### src/rtl/reg_write_sched.sv
// Queues SPI register writes and commits them to the register file in bursts on engine update slots.
// Optional build macro REG_WRITE_SCHED_COALESCE_EN merges a write into a queued entry with the same address.
module reg_write_sched #(
  parameter int DEPTH  = 8,
  parameter int ADDR_W = 7,
  parameter int DATA_W = 8
) (
  input  logic                   clk_i,
  input  logic                   rst_ni,
  input  logic                   spi_we_i,
  input  logic [ADDR_W-1:0]      spi_addr_i,
  input  logic [DATA_W-1:0]      spi_wdata_i,
  output logic [DATA_W-1:0]      spi_rdata_o,
  input  logic [DATA_W-1:0]      rf_rdata_i,
  output logic                   reg_we_o,
  output logic [ADDR_W-1:0]      reg_waddr_o,
  output logic [DATA_W-1:0]      reg_wdata_o,
  input  logic                   slot_i,
  input  logic                   flush_i,
  output logic [$clog2(DEPTH):0] pending_o,
  output logic                   drain_o,
  output logic                   overflow_o
);

  localparam int PW = $clog2(DEPTH);
  localparam int CW = PW + 1;

  typedef enum logic {IDLE, DRAIN} state_t;

  state_t            r_state;
  state_t            w_state_nxt;
  logic [ADDR_W-1:0] r_mem_addr [DEPTH];
  logic [DATA_W-1:0] r_mem_data [DEPTH];
  logic [PW-1:0]     r_rd_ptr;
  logic [PW-1:0]     r_wr_ptr;
  logic [CW-1:0]     r_count;
  logic [CW-1:0]     r_burst;
  logic [CW-1:0]     w_burst_nxt;
  logic              r_ovf;
  logic              r_reg_we;
  logic [ADDR_W-1:0] r_reg_waddr;
  logic [DATA_W-1:0] r_reg_wdata;

  logic              w_pop;
  logic              w_full;
  logic              w_spi_ok;
  logic              w_push;
  logic              w_drop;
  logic              w_merge;
  logic              w_co_match;
  logic [PW-1:0]     w_co_idx;
  logic              w_fwd_hit;
  logic [DATA_W-1:0] w_fwd_data;

  assign w_full   = (r_count == CW'(DEPTH));
  assign w_spi_ok = spi_we_i && !flush_i;
  assign w_merge  = w_spi_ok && w_co_match;
  // A pop frees a slot in the same cycle, so a push to a full FIFO is still accepted.
  assign w_push   = w_spi_ok && !w_co_match && (!w_full || w_pop);
  assign w_drop   = w_spi_ok && !w_co_match && w_full && !w_pop;

  always_ff @(posedge clk_i or negedge rst_ni) begin
    if (!rst_ni) begin
      r_state <= IDLE;
    end else begin
      r_state <= w_state_nxt;
    end
  end

  // The first pop happens on the slot edge itself so writes land on cycles N+1..N+B;
  // r_burst counts the pops still owed after the current one.
  always_comb begin
    w_state_nxt = r_state;
    w_burst_nxt = r_burst;
    w_pop       = 1'b0;
    if (flush_i) begin
      w_state_nxt = IDLE;
      w_burst_nxt = '0;
    end else begin
      case (r_state)
        IDLE: begin
          if (slot_i && (r_count != '0)) begin
            w_pop       = 1'b1;
            w_burst_nxt = r_count - CW'(1);
            w_state_nxt = DRAIN;
          end
        end
        DRAIN: begin
          if (r_burst != '0) begin
            w_pop       = 1'b1;
            w_burst_nxt = r_burst - CW'(1);
          end else begin
            w_state_nxt = IDLE;
          end
        end
        default: w_state_nxt = IDLE;
      endcase
    end
  end

`ifdef REG_WRITE_SCHED_COALESCE_EN
  // The head being popped this cycle is leaving, so it is not a merge target.
  always_comb begin
    w_co_match = 1'b0;
    w_co_idx   = '0;
    for (int i = 0; i < DEPTH; i++) begin
      if ((i < int'(r_count)) && !((i == 0) && w_pop) &&
          (r_mem_addr[r_rd_ptr + PW'(i)] == spi_addr_i)) begin
        w_co_match = 1'b1;
        w_co_idx   = r_rd_ptr + PW'(i);
      end
    end
  end
`else
  assign w_co_match = 1'b0;
  assign w_co_idx   = '0;
`endif

  // Scan oldest to newest so the newest matching entry wins.
  always_comb begin
    w_fwd_hit  = 1'b0;
    w_fwd_data = '0;
    for (int i = 0; i < DEPTH; i++) begin
      if ((i < int'(r_count)) && (r_mem_addr[r_rd_ptr + PW'(i)] == spi_addr_i)) begin
        w_fwd_hit  = 1'b1;
        w_fwd_data = r_mem_data[r_rd_ptr + PW'(i)];
      end
    end
  end

  assign spi_rdata_o = w_fwd_hit                                   ? w_fwd_data  :
                       (r_reg_we && (r_reg_waddr == spi_addr_i))   ? r_reg_wdata :
                                                                     rf_rdata_i;

  always_ff @(posedge clk_i) begin
    if (w_push) begin
      r_mem_addr[r_wr_ptr] <= spi_addr_i;
      r_mem_data[r_wr_ptr] <= spi_wdata_i;
    end else if (w_merge) begin
      r_mem_data[w_co_idx] <= spi_wdata_i;
    end
  end

  always_ff @(posedge clk_i or negedge rst_ni) begin
    if (!rst_ni) begin
      r_rd_ptr    <= '0;
      r_wr_ptr    <= '0;
      r_count     <= '0;
      r_burst     <= '0;
      r_ovf       <= 1'b0;
      r_reg_we    <= 1'b0;
      r_reg_waddr <= '0;
      r_reg_wdata <= '0;
    end else begin
      r_burst  <= w_burst_nxt;
      r_reg_we <= w_pop;
      if (w_pop) begin
        r_reg_waddr <= r_mem_addr[r_rd_ptr];
        r_reg_wdata <= r_mem_data[r_rd_ptr];
      end
      if (flush_i) begin
        r_rd_ptr <= '0;
        r_wr_ptr <= '0;
        r_count  <= '0;
        r_ovf    <= 1'b0;
      end else begin
        if (w_pop) begin
          r_rd_ptr <= r_rd_ptr + 1'b1;
        end
        if (w_push) begin
          r_wr_ptr <= r_wr_ptr + 1'b1;
        end
        if (w_push && !w_pop) begin
          r_count <= r_count + CW'(1);
        end else if (!w_push && w_pop) begin
          r_count <= r_count - CW'(1);
        end
        if (w_drop) begin
          r_ovf <= 1'b1;
        end
      end
    end
  end

  assign reg_we_o    = r_reg_we;
  assign reg_waddr_o = r_reg_waddr;
  assign reg_wdata_o = r_reg_wdata;
  assign pending_o   = r_count;
  assign drain_o     = (r_state == DRAIN);
  assign overflow_o  = r_ovf;

endmodule
### config.mk
export PLATFORM = sky130hd
export DESIGN_NAME = reg_write_sched
export DESIGN_NICKNAME = d
export VERILOG_FILES = /design/src/rtl/reg_write_sched.sv
export SDC_FILE = /design/constraint.sdc
export NUM_CORES = 1
export LEC_CHECK = 0
export CORE_ASPECT_RATIO = 1.1
export CORE_MARGIN = 2
export CORE_UTILIZATION = 46
export DETAILED_ROUTE_END_ITERATION = 6
export PLACE_DENSITY_LB_ADDON = 0.25
export RECOVER_POWER = 100
export SYNTH_ARGS = -nofsm -noshare
export SYNTH_HDL_FRONTEND = slang
export SYNTH_SLANG_ARGS = --single-unit
### constraint.sdc
create_clock -name clk_i -period 8.6 [get_ports clk_i]
set_clock_uncertainty 0.2 [all_clocks]
set_input_delay 1.29 -clock clk_i [delete_from_list [all_inputs] [get_ports clk_i]]
set_output_delay 1.29 -clock clk_i [all_outputs]
set_load 0.02 [all_outputs]
# After elaboration in Yosys (flattened, before gate mapping)
# Memories as Yosys holds them, arrays and structs flattened.
# Index checks and enable logic that the tools add are counted.
[op_classes]
muxes = 37
bitwise_logic = 1
n_eq_ne = 12
add_sub_neg = 11
n_reduce_logical = 28
order_cmp = 8
[ops]
columns = ["op", "count"]
rows = [
  ["$mux 8", 10],
  ["$eq 7x7->1", 9],
  ["$mux 4", 6],
  ["$logic_and 1x1->1", 16],
  ["$lt 3x4->1 const A", 4],
  ["$mux 1", 15],
  ["$add 3x3->3 const B", 4],
  ["$mux 3", 4],
  ["$lt 1x4->1 const A", 2],
  ["$lt 2x4->1 const A", 2],
  ["$pmux 4 s2", 1],
  ["$reduce_bool 4->1", 2],
  ["$sub 4x1->4 const B", 2],
  ["$add 3x1->3 const B", 2],
  ["$add 3x2->3 const B", 2],
  ["$reduce_bool 2->1", 3],
  ["$add 4x1->4 const B", 1],
  ["$eq 4x4->1 const B", 1],
  ["$logic_not 1->1", 4],
  ["$ne 3x2->1 const B", 1],
  ["$ne 3x3->1 const B", 1],
  ["$reduce_bool 3->1", 1],
  ["$pmux 1 s2", 1],
  ["$reduce_and 2->1", 1],
  ["2 further kinds", 2],
]
[word_totals]
mem_count = 2
out_inout_bits = 30
ram_bits = 120
ff_bits = 31
wordCells = 107
input_bits = 28
[memory_table]
columns = ["memory", "words", "width", "rd", "rd_ports_with_merged_regs", "wr", "line_no", "text"]
rows = [
  ["r_mem_data", 8, 8, 8, 0, 1, "33", "logic [DATA_W-1:0] r_mem_data [DEPTH];"],
  ["r_mem_addr", 8, 7, 8, 0, 1, "32", "logic [ADDR_W-1:0] r_mem_addr [DEPTH];"],
]

# Depth between registers and ports, before layout
# Gate-level depths: netlist (run 1).
[depth]
word_depth = 12
depth_mapped = 23
ltp_nobuf = 11

# Least setup slack after synthesis (run 1)
# No wires, ideal clock.
[synth_timing]
path_kind = "flip-flop to output port"
start = "register r_rd_ptr[1]"
end = "output port spi_rdata_o[0]"
slack_ns = 2.331
arrival_ns = 4.779
n_path_buf = 10
stages_incl_launch_ff = 19
path_cell_list = "dfrtp_1 > buf_2 > buf_2 > buf_6 > buf_4 > buf_2 > buf_2 > buf_2 > inv_1 > ha_1 > buf_2 > buf_1 > clkbuf_1 > mux4_2 > a2111oi_0 > nand4_1 > o21ai_2 > nor3_1 > o22ai_1"
[synth_via]
elab_chain_cells = 12
elab_cells_between_ends = 42
cone_classes = "add/sub (7); eq/ne (8); mux (17); reduce/logical (8); memory (2)"
[synth_rtl]
columns = ["element", "line_no", "text"]
rows = [
  ["start: declaration", "34", "logic [PW-1:0] r_rd_ptr;"],
  ["start signal: assignment", "168", "r_rd_ptr <= r_rd_ptr + 1'b1;"],
  ["$add 3x1->3 / $mem_v2 8x7 (equally long branches)", "--", ""],
  ["$mem_v2 8x7 / $eq 7x7->1 (equally long branches)", "--", ""],
  ["$eq 7x7->1 / $logic_and 1x1->1 (equally long branches)", "124", "if ((i < int'(r_count)) && (r_mem_addr[r_rd_ptr + PW'(i)] == spi_addr_i)) begin"],
  ["$logic_and 1x1->1 (tied with other cells)", "124", ""],
  ["$mux 8 / $mux 1 (equally long branches) (7 in series)", "124", ""],
  ["$mux 8 (*)", "131", "assign spi_rdata_o = w_fwd_hit ? w_fwd_data :"],
  ["end: declaration", "13", "output logic [DATA_W-1:0] spi_rdata_o,"],
]
# Mark *: on every way between the ends. The rest lies on a longest branch, timed or not.

# Final worst setup path (run 1)
[layout_timing]
start = "register r_rd_ptr[1]"
end = "output port spi_rdata_o[1]"
# Same word-level chain as after synthesis.

==> flow_summary.ini, run 1 <==
[run_status]
status = complete, but fails checks
violations = design-rule violations, max-capacitance violations, max-slew violations

[final_layout]
drive_above_1_share = 0.213
multi_input_area_um2 = 7970
diodes = 0
syn_to_final_growth_pct = 10.4
ff_latch_area_um2 = 4390
stdcell_count = 1482
nets = 1143
fillers = 2411
final_area_um2 = 14200

[grt]
use_met3 = 0.0504
gr-total-overflow = 0
antenna_found_initial = 0
grt_max_degree = 65
top_usage_layer = met2
use_met2 = 0.429
grt_pass1_wl_mm = 61.1
grt_util_all_layers = 0.280
grt_pass1_vias = 9885
grt.met1_usage = 0.400

[placement]
dp.cells = 1450
portBuffers = 57
globalplace.congestion = 0.924
place_area_um2 = 13700
dp_hpwl_mm = 26.2

[synth]
synth_edf_count = 120
netlist_area_um2 = 12900
ys_seq_elements = 151
ys_seq_area_frac = 0.341
synth_warnings = 0
async_flop_share = 0.205
synth_top_flop_cell = edfxtp_1
synth_area_per_cell_um2 = 11.8
syn_nets = 1131
ys_types = 75
synthCells = 1094

[setup_path]
worstSetupPathType = reg -> out
cpMostUsedCell = nand4_1
crit_chain = buf_4 > mux4_2 > mux2i_1 > xnor2_1 > nor4_1 > nand4_1 > nand4_1 > o221ai_1 > a211oi_1 > o22ai_1 > dlygate4sd3_1
crit_path_max_incr_delay_ns = 1.04
cp_slowest_cell = dfrtp_4
worstPathMaxFanout = 62
required_ns = 7.11
crit_arrival_ns = 6.13
cp-start-kind = flip-flop
worstSetupEndpointType = output port

[timing]
min_period_ns = 7.62
setup_viol = 0
drv_slew = 124
finalCritPeriodShare = 0.886
hold_violations = 0
slew_headroom = -0.767
fmax_mhz = 131
worstMarginPinSlew_ns = 2.64
tns_ns = 0
rsz0062_at_grt = false

[drt]
finalWirelength_mm = 39.7
firstDrtPassIters = 7
route.vias.total = 10310
drc_errors = 2
antenna_left = 0
first_iter_violations = 1468
vias_per_cell = 6.96
wire_per_inst_um = 26.8

[clocking]
cts_resized = 0
htree_levels = 4
clkTransAtPathRegs_ns = 0.07
cts_sinks = 151
cts_tree = done
insertion_delay_ns = 0.44
clockBufferDepth = 2
cts_buffers = 17
cts_hold_buf = 0
cts-root-buf = clkbuf_16
post_cts_buffers = 0

[min_path]
hold_path_class = reg -> reg

[floorplan]
fp.dieW_um = 163
rows = 64
dieArea_um2 = 29300
core-area_um2 = 27600
die_h_um = 179
initial_core_util = 0.466
pin_count = 58

[power]
p_per_area_nw_per_um2 = 267
ir_drop_v = 0.000155
p_leak_nw = 4.67

[flow_run]
drv_cap = 7
cell usage in the layout, fill, tap and decap left out, drive strengths merged, types with 30 or more instances in the layout:
| cell | synthesis | layout |
|---|---|---|
| o21ai | 31 | 31 |
| mux4 | 138 | 138 |
| edfxtp | 120 | 120 |
| xnor2 | 52 | 52 |
| clkbuf | 29 | 30 |
| nor2 | 52 | 52 |
| mux2i | 95 | 95 |
| dlygate4sd3 | 0 | 45 |
| dfrtp | 31 | 31 |
| a21oi | 37 | 37 |
| nand2 | 119 | 119 |
registers in the layout (all words and copies together) (netlist names):
signal,flops
r_wr_ptr,3
r_rd_ptr,3
overflow_o,1
pending_o,4
r_burst,4
reg_waddr_o,7
r_mem_addr,56
r_mem_data,64
reg_we_o,1
reg_wdata_o,8
worst paths after layout:
check                        startpoint               end  slack (ns)  depth (start not counted)
setup / recovery            r_rd_ptr[1]    spi_rdata_o[1]        0.98                         11
hold / removal               overflow_o        overflow_o        0.33                          2
setup reg to reg           pending_o[2]  r_mem_data[7][5]        4.04                          6
hold reg to reg              overflow_o        overflow_o        0.33                          2
max in group asynchronous        rst_ni       r_rd_ptr[2]        5.22                          1
min in group asynchronous        rst_ni        r_burst[0]        1.35                          1
per-layer routing:
layer / vias up / part of all wire
li1: 4372 / -
met3: 108 / 0.10
met2: 643 / 0.46
met5: - / 0
met1: 5187 / 0.40
met4: 0 / 0.036
layout make-up:
class / instances / share of cell area
multi-input combinational: 835 / 0.561
sequential: 151 / 0.309
timing repair buffer: 86 / 0.0519
tap: 363 / 0.0320
clock buffer: 17 / 0.0300
clock inverter: 15 / 0.0122
inverter: 15 / 0.00396
metrics by stage:
step / utilization / worst slack (ns) / power (mW) / hold slack [ns]
floorplan: - / 2.33 / 2.50 / 0.299
global placement: 0.496 / 1.54 / 3.02 / 0.315
detailed placement: 0.496 / 1.59 / 3.03 / 0.310
CTS: 0.517 / 1.12 / 3.80 / 0.330
global route: 0.514 / 0.550 / 3.99 / 0.371
finish: 0.514 / 0.980 / 3.79 / 0.332
report_power, final:
group | switching, mW | internal, mW
clock | 0.375 | 0.395
sequential | 0.156 | 0.865
combinational | 1.08 | 0.914
cells in the mapped netlist, types with 10 or more instances:
| master | number | area share |
|---|---|---|
| o22ai_1 | 18 | 0.0088 |
| xnor2_1 | 51 | 0.035 |
| and2_1 | 13 | 0.0063 |
| mux4_2 | 138 | 0.24 |
| nor3b_1 | 14 | 0.0082 |
| nand2_1 | 119 | 0.035 |
| o21ai_0 | 29 | 0.011 |
| a211oi_1 | 23 | 0.013 |
| nor2_1 | 52 | 0.015 |
| mux2_2 | 25 | 0.022 |
| a31oi_1 | 19 | 0.0092 |
| nand4_1 | 17 | 0.0083 |
| a21oi_1 | 37 | 0.014 |
| buf_4 | 19 | 0.011 |
| inv_1 | 13 | 0.0038 |
| nand3b_1 | 12 | 0.0070 |
| nor3_1 | 21 | 0.0082 |
| xor2_1 | 18 | 0.012 |
| o221ai_1 | 10 | 0.0068 |
| buf_2 | 32 | 0.012 |
| mux2i_1 | 95 | 0.074 |
| edfxtp_1 | 120 | 0.28 |
| dfrtp_1 | 31 | 0.060 |
| clkbuf_1 | 29 | 0.0085 |
worst max-delay path: cells and delay by family, from the launching register on:
| kind | cells | cell delay (ns) |
|---|---|---|
| compound gates | 3 | 0.64 |
| xor+xnor | 1 | 0.14 |
| buf+inv | 2 | 1.27 |
| flops | 1 | 1.04 |
| mux | 2 | 0.76 |
| simple gates | 3 | 1.79 |
kinds of logic (layout without fill, tap and decap cells):
family,after synthesis,in the layout,synth area share
muxes,259,259,0.338
DFF,151,151,0.341
AOI/OAI and AO/OA,186,186,0.0972
and+or+nand+nor,310,310,0.123
xor gates and xnor gates,71,71,0.0495
buffers and inverters,108,133,0.0431
adders and majority gates,9,9,0.00876
Power figures use the tool's default switching activity.
==> inputs of run 2 (changes only) <==
--- a/config.mk
+++ b/config.mk
@@ -9,6 +9,7 @@
 export CORE_MARGIN = 2
 export CORE_UTILIZATION = 46
 export DETAILED_ROUTE_END_ITERATION = 6
+export MAX_ROUTING_LAYER = met4
 export PLACE_DENSITY_LB_ADDON = 0.25
 export RECOVER_POWER = 100
 export SYNTH_ARGS = -nofsm -noshare
==> run 2 against run 1 <==
The run ends with max-capacitance violations, max-slew violations left; sequential cell count unchanged; die area unchanged; core utilization up 0.17 points; total power up 1.3%; final area up 0.33%; worst setup slack worse by 0.078 ns; register-to-register slack better by 0.21 ns; via count down 2.1%; sequential power down 4%; maximum frequency down 1.0%.
==> flow_summary.ini, run 2 (synthesized netlist as in run 1, its figures left out) <==
[drt]
route.vias.total = 10092
antenna_left = 0
first_iter_violations = 1170
wire_per_inst_um = 26.4
vias_per_cell = 6.81
finalWirelength_mm = 39.1
firstDrtPassIters = 5
drc_errors = 0

[placement]
dp.cells = 1451
dp_hpwl_mm = 25.8
globalplace.congestion = 0.969
post-place-ws_ns = 1.79
portBuffers = 57

[flow_run]
drv_cap = 7

[setup_path]
cp-endpoint = spi_rdata_o[5]
worstSetupPathType = reg -> out
rr_worst_depth = 6
r2r-end = r_mem_addr[7][4]
worstSetupEndpointType = output port
required_ns = 7.11
crit_path_start = r_rd_ptr[1]
worstPathMaxFanout = 48
rrSetupSlack_ns = 4.25
cp-start-kind = flip-flop
rr_startpoint = pending_o[2]
crit_arrival_ns = 6.21

[final_layout]
multi_input_area_um2 = 7970
layout_common_cells = mux4_2, edfxtp_1, nand2_1
largest_reg_flops = 64
diodes = 0
nets = 1144
drive_above_1_share = 0.215
stdcell_count = 1483
top_register = r_mem_data
layout_commonest_cell = mux4_2
fillers = 2373
syn_to_final_growth_pct = 10.8
ff_latch_area_um2 = 4390

[timing]
tns_ns = 0
min_period_ns = 7.70
drv_slew = 137
slew_headroom = -0.593
worst_hold_slack_ns = 0.332
worstMarginPinSlew_ns = 2.38
rsz0062_at_grt = false
finalCritPeriodShare = 0.895
setup_viol = 0
hold_violations = 0
worst_slack_ns = 0.902
fmax_mhz = 130

[run_status]
violations = max-capacitance violations, max-slew violations
status = complete, but fails checks

[clocking]
post_cts_buffers = 0
cts_tree = done
cts_hold_buf = 0
cts_buffers = 17
htree_levels = 4
clockBufferDepth = 2
insertion_delay_ns = 0.44
clkTransAtPathRegs_ns = 0.07
cts_sinks = 151
cts-root-buf = clkbuf_16
cts_resized = 0

[floorplan]
rows = 64
initial_core_util = 0.466
pin_count = 58
fp.dieW_um = 163
die_h_um = 179
dieArea_um2 = 29300
core-area_um2 = 27600

[grt]
antenna_found_initial = 0
grt_pass1_wl_mm = 59.0
gr-total-overflow = 0
grt_pass1_vias = 9532
grt_max_degree = 157
grt_util_all_layers = 0.280

[min_path]
min-delay-start = overflow_o
hold_path_class = reg -> reg

[power]
ir_drop_v = 0.000214
p_leak_nw = 4.69
p_per_area_nw_per_um2 = 269
[run 2: cell count changes in the layout (fill, tap and decap cells not counted), moves of 2 or more]
cell / delta
dlygate4sd3_1: -3
bufinv_16: +2
inv_8: -3
inv_6: +3
clkinv_8: -3
buf_12: +2
clkdlybuf4s50_1: +3
[run 2: worst min path at each step]
stage                           to  cells after the start
detailed placement      overflow_o                      2
CTS                     overflow_o                      2
global route        reg_wdata_o[4]                      1
finish                  overflow_o                      2
global placement        overflow_o                      2
floorplan               r_burst[1]                      2
[run 2: cell type report]
class,instances,area share
Inverter,15,0.00395
Tap cell,363,0.0319
Timing Repair Buffer,87,0.0544
Sequential cell,151,0.308
Multi-Input combinational cell,835,0.559
Clock buffer,18,0.0301
Clock inverter,14,0.0124
[run 2: layer usage]
metal / vias up / global-route usage / share of wire
met1: 5095 / 0.379 / 0.42
met5: - / - / 0
met2: 546 / 0.425 / 0.47
met4: 0 / 0.0944 / 0.028
met3: 72 / 0.0555 / 0.085
li1: 4379 / - / -
[run 2: stage by stage]
stage / power, mW / area (um2) / util
2_1_floorplan: 2.50 / 12900 / -
3_3_place_gp: 3.04 / 13700 / 0.497
3_5_place_dp: 3.05 / 13700 / 0.497
4_1_cts: 3.85 / 14300 / 0.519
5_1_grt: 4.03 / 14200 / 0.516
6_report: 3.83 / 14200 / 0.516
[run 2: power breakdown]
group          internal, mW  switching (mW)  total (mW)  leakage (nW)
Sequential            0.867           0.114       0.980          1.46
Clock                 0.442           0.350       0.792         0.296
Combinational         0.926            1.14        2.06          2.93
[run 2: critical path, cell delays in order (launching register included)]
cell and delay [ns]:
dfrtp_4 0.74, inv_1 0.14, ha_4 0.75, clkbuf_2 1.05
nor3_1 0.10, mux2_2 0.32, or4_1 0.50, o211ai_1 0.26
nor4_2 0.08, buf_4 0.22, nor3_1 0.23, nand4b_2 0.32
o22ai_1 0.30, dlygate4sd3_1 0.72
==> edit: new RTL, config.mk and constraints of run 2 <==
Register the input `spi_we_i` before use. The logic sees it one clock later. The other inputs are not delayed to match.
--- a/src/rtl/reg_write_sched.sv
+++ b/src/rtl/reg_write_sched.sv
@@ -29,2 +29,8 @@
 
+  logic spi_we_q;
+
+  always_ff @(posedge clk_i) begin
+    spi_we_q <= spi_we_i;
+  end
+
   state_t            r_state;
@@ -55,3 +61,3 @@
   assign w_full   = (r_count == CW'(DEPTH));
-  assign w_spi_ok = spi_we_i && !flush_i;
+  assign w_spi_ok = spi_we_q && !flush_i;
   assign w_merge  = w_spi_ok && w_co_match;
Check against the original RTL: not equivalent (Yosys sat finds a counterexample within 4 cycles, from zero or initial values and one cycle with rst_ni low).
==> edit against run 2 <==
- the flow still finishes with violations (max-capacitance violations, max-slew violations)
- cell area is 13% lower
- core utilization grew 0.80 points
- area after synthesis is 15% lower
- sequential cell count is 1 higher
- worst setup slack improved by 66 ps
- routed wire length decreased by 24%
- global-route usage shrank 2.9 points
- combinational power is 10% lower
- power fell by 4.8%
==> edit: results (changes against run 2) <==
status complete, but fails checks (unchanged); failing checks max-capacitance violations, max-slew violations (unchanged); most instantiated cells after synthesis edfxtp_1, mux4_2, nand2_1 (was mux4_2, edfxtp_1, nand2_1); Ant. Diodes 0 (unchanged); synthesized-area fraction occupied by adder cells 1.03% (was 0.876%); area of the multi-input gates 0.00619 mm² (was 0.00797 mm²); max-cap violations 8 (was 7); critical path peak fanout 46 (was 48); clock power share 21.4% (was 20.7%); DP HPWL 19,800 µm (was 25,800 µm); cts repair resizes 0 (unchanged); worst path arrival time 6140 ps (was 6210 ps); Power Internal 0.00218 W (was 0.00223 W); R2R setup slack 3740 ps (was 4250 ps); mux contribution to synthesized area 30.7% (was 33.8%); Critical Path Max Stage Delay 1100 ps (was 1050 ps); Met3 Routed Length 2070 µm (was 3330 µm); register area share after synthesis 40.1% (was 34.1%); global routing usage on met1 35.7% (was 37.9%); nets@finish 961 (was 1,144); peak supply drop 0.150 mV (was 0.214 mV); Cell Area, Placed 0.0118 mm² (was 0.0137 mm²); Leak Pwr 4.06 nW (was 4.69 nW); largest net degree at the start of global routing 47 (was 157); Non-CTS buffers 79 (was 87); combinational share of power 50.8% (was 53.8%); ClkCell Share 4.88% (was 4.25%); post-synthesis cell type count 60 (was 75); #MultiIn Comb 660 (was 835); fillers 2,041 (was 2,373); sequential logic power 0.00102 W (was 0.000980 W); Slew Viols, Final 144 (was 137); M3 GR Usage 3.19% (was 5.55%); vias per cell 6.51 (was 6.81); syn nets 933 (was 1,131); final WL 29,900 µm (was 39,100 µm); Max Fclk 131 MHz (was 130 MHz); vias in the first global route 7,580 (was 9,532); Worst path top cell family by delay adder cells (was buffers and inverters); DRT iter0 DRCs 881 (was 1,170); Seq. cell area 0.00441 mm² (was 0.00439 mm²); met2 routed WL 14,300 µm (was 18,400 µm); gr usage total 25.1% (was 28.0%); M1 WL 12,900 µm (was 16,300 µm); pre-CTS setup slack 1500 ps (was 1790 ps); Data buffer area share 5.67% (was 5.44%); GPL Wtd Cong 0.905 (was 0.969); XOR/XNOR share of the synthesized area 6.39% (was 4.95%)
edit: final timing paths:
| path | start | to | depth (start not counted) |
|---|---|---|---|
| worst min register to register | overflow_o | overflow_o | 2 |
| worst max register to register | pending_o[0] | r_mem_addr[6][3] | 9 |
| min in group asynchronous | rst_ni | overflow_o | 1 |
| worst max-delay path | r_rd_ptr[0] | spi_rdata_o[3] | 11 |
| max in group asynchronous | rst_ni | r_rd_ptr[0] | 1 |
| worst min-delay path | overflow_o | overflow_o | 2 |
edit: through the flow:
| stage | util, % | hold slack (ps) | std cells |
|---|---|---|---|
| after floorplan | - | 299 | 896 |
| after global placement | 50.1 | 279 | 1210 |
| after detailed placement | 50.1 | 284 | 1210 |
| after CTS | 52.7 | 300 | 1242 |
| after global routing | 52.4 | 344 | 1242 |
| final | 52.4 | 287 | 1242 |
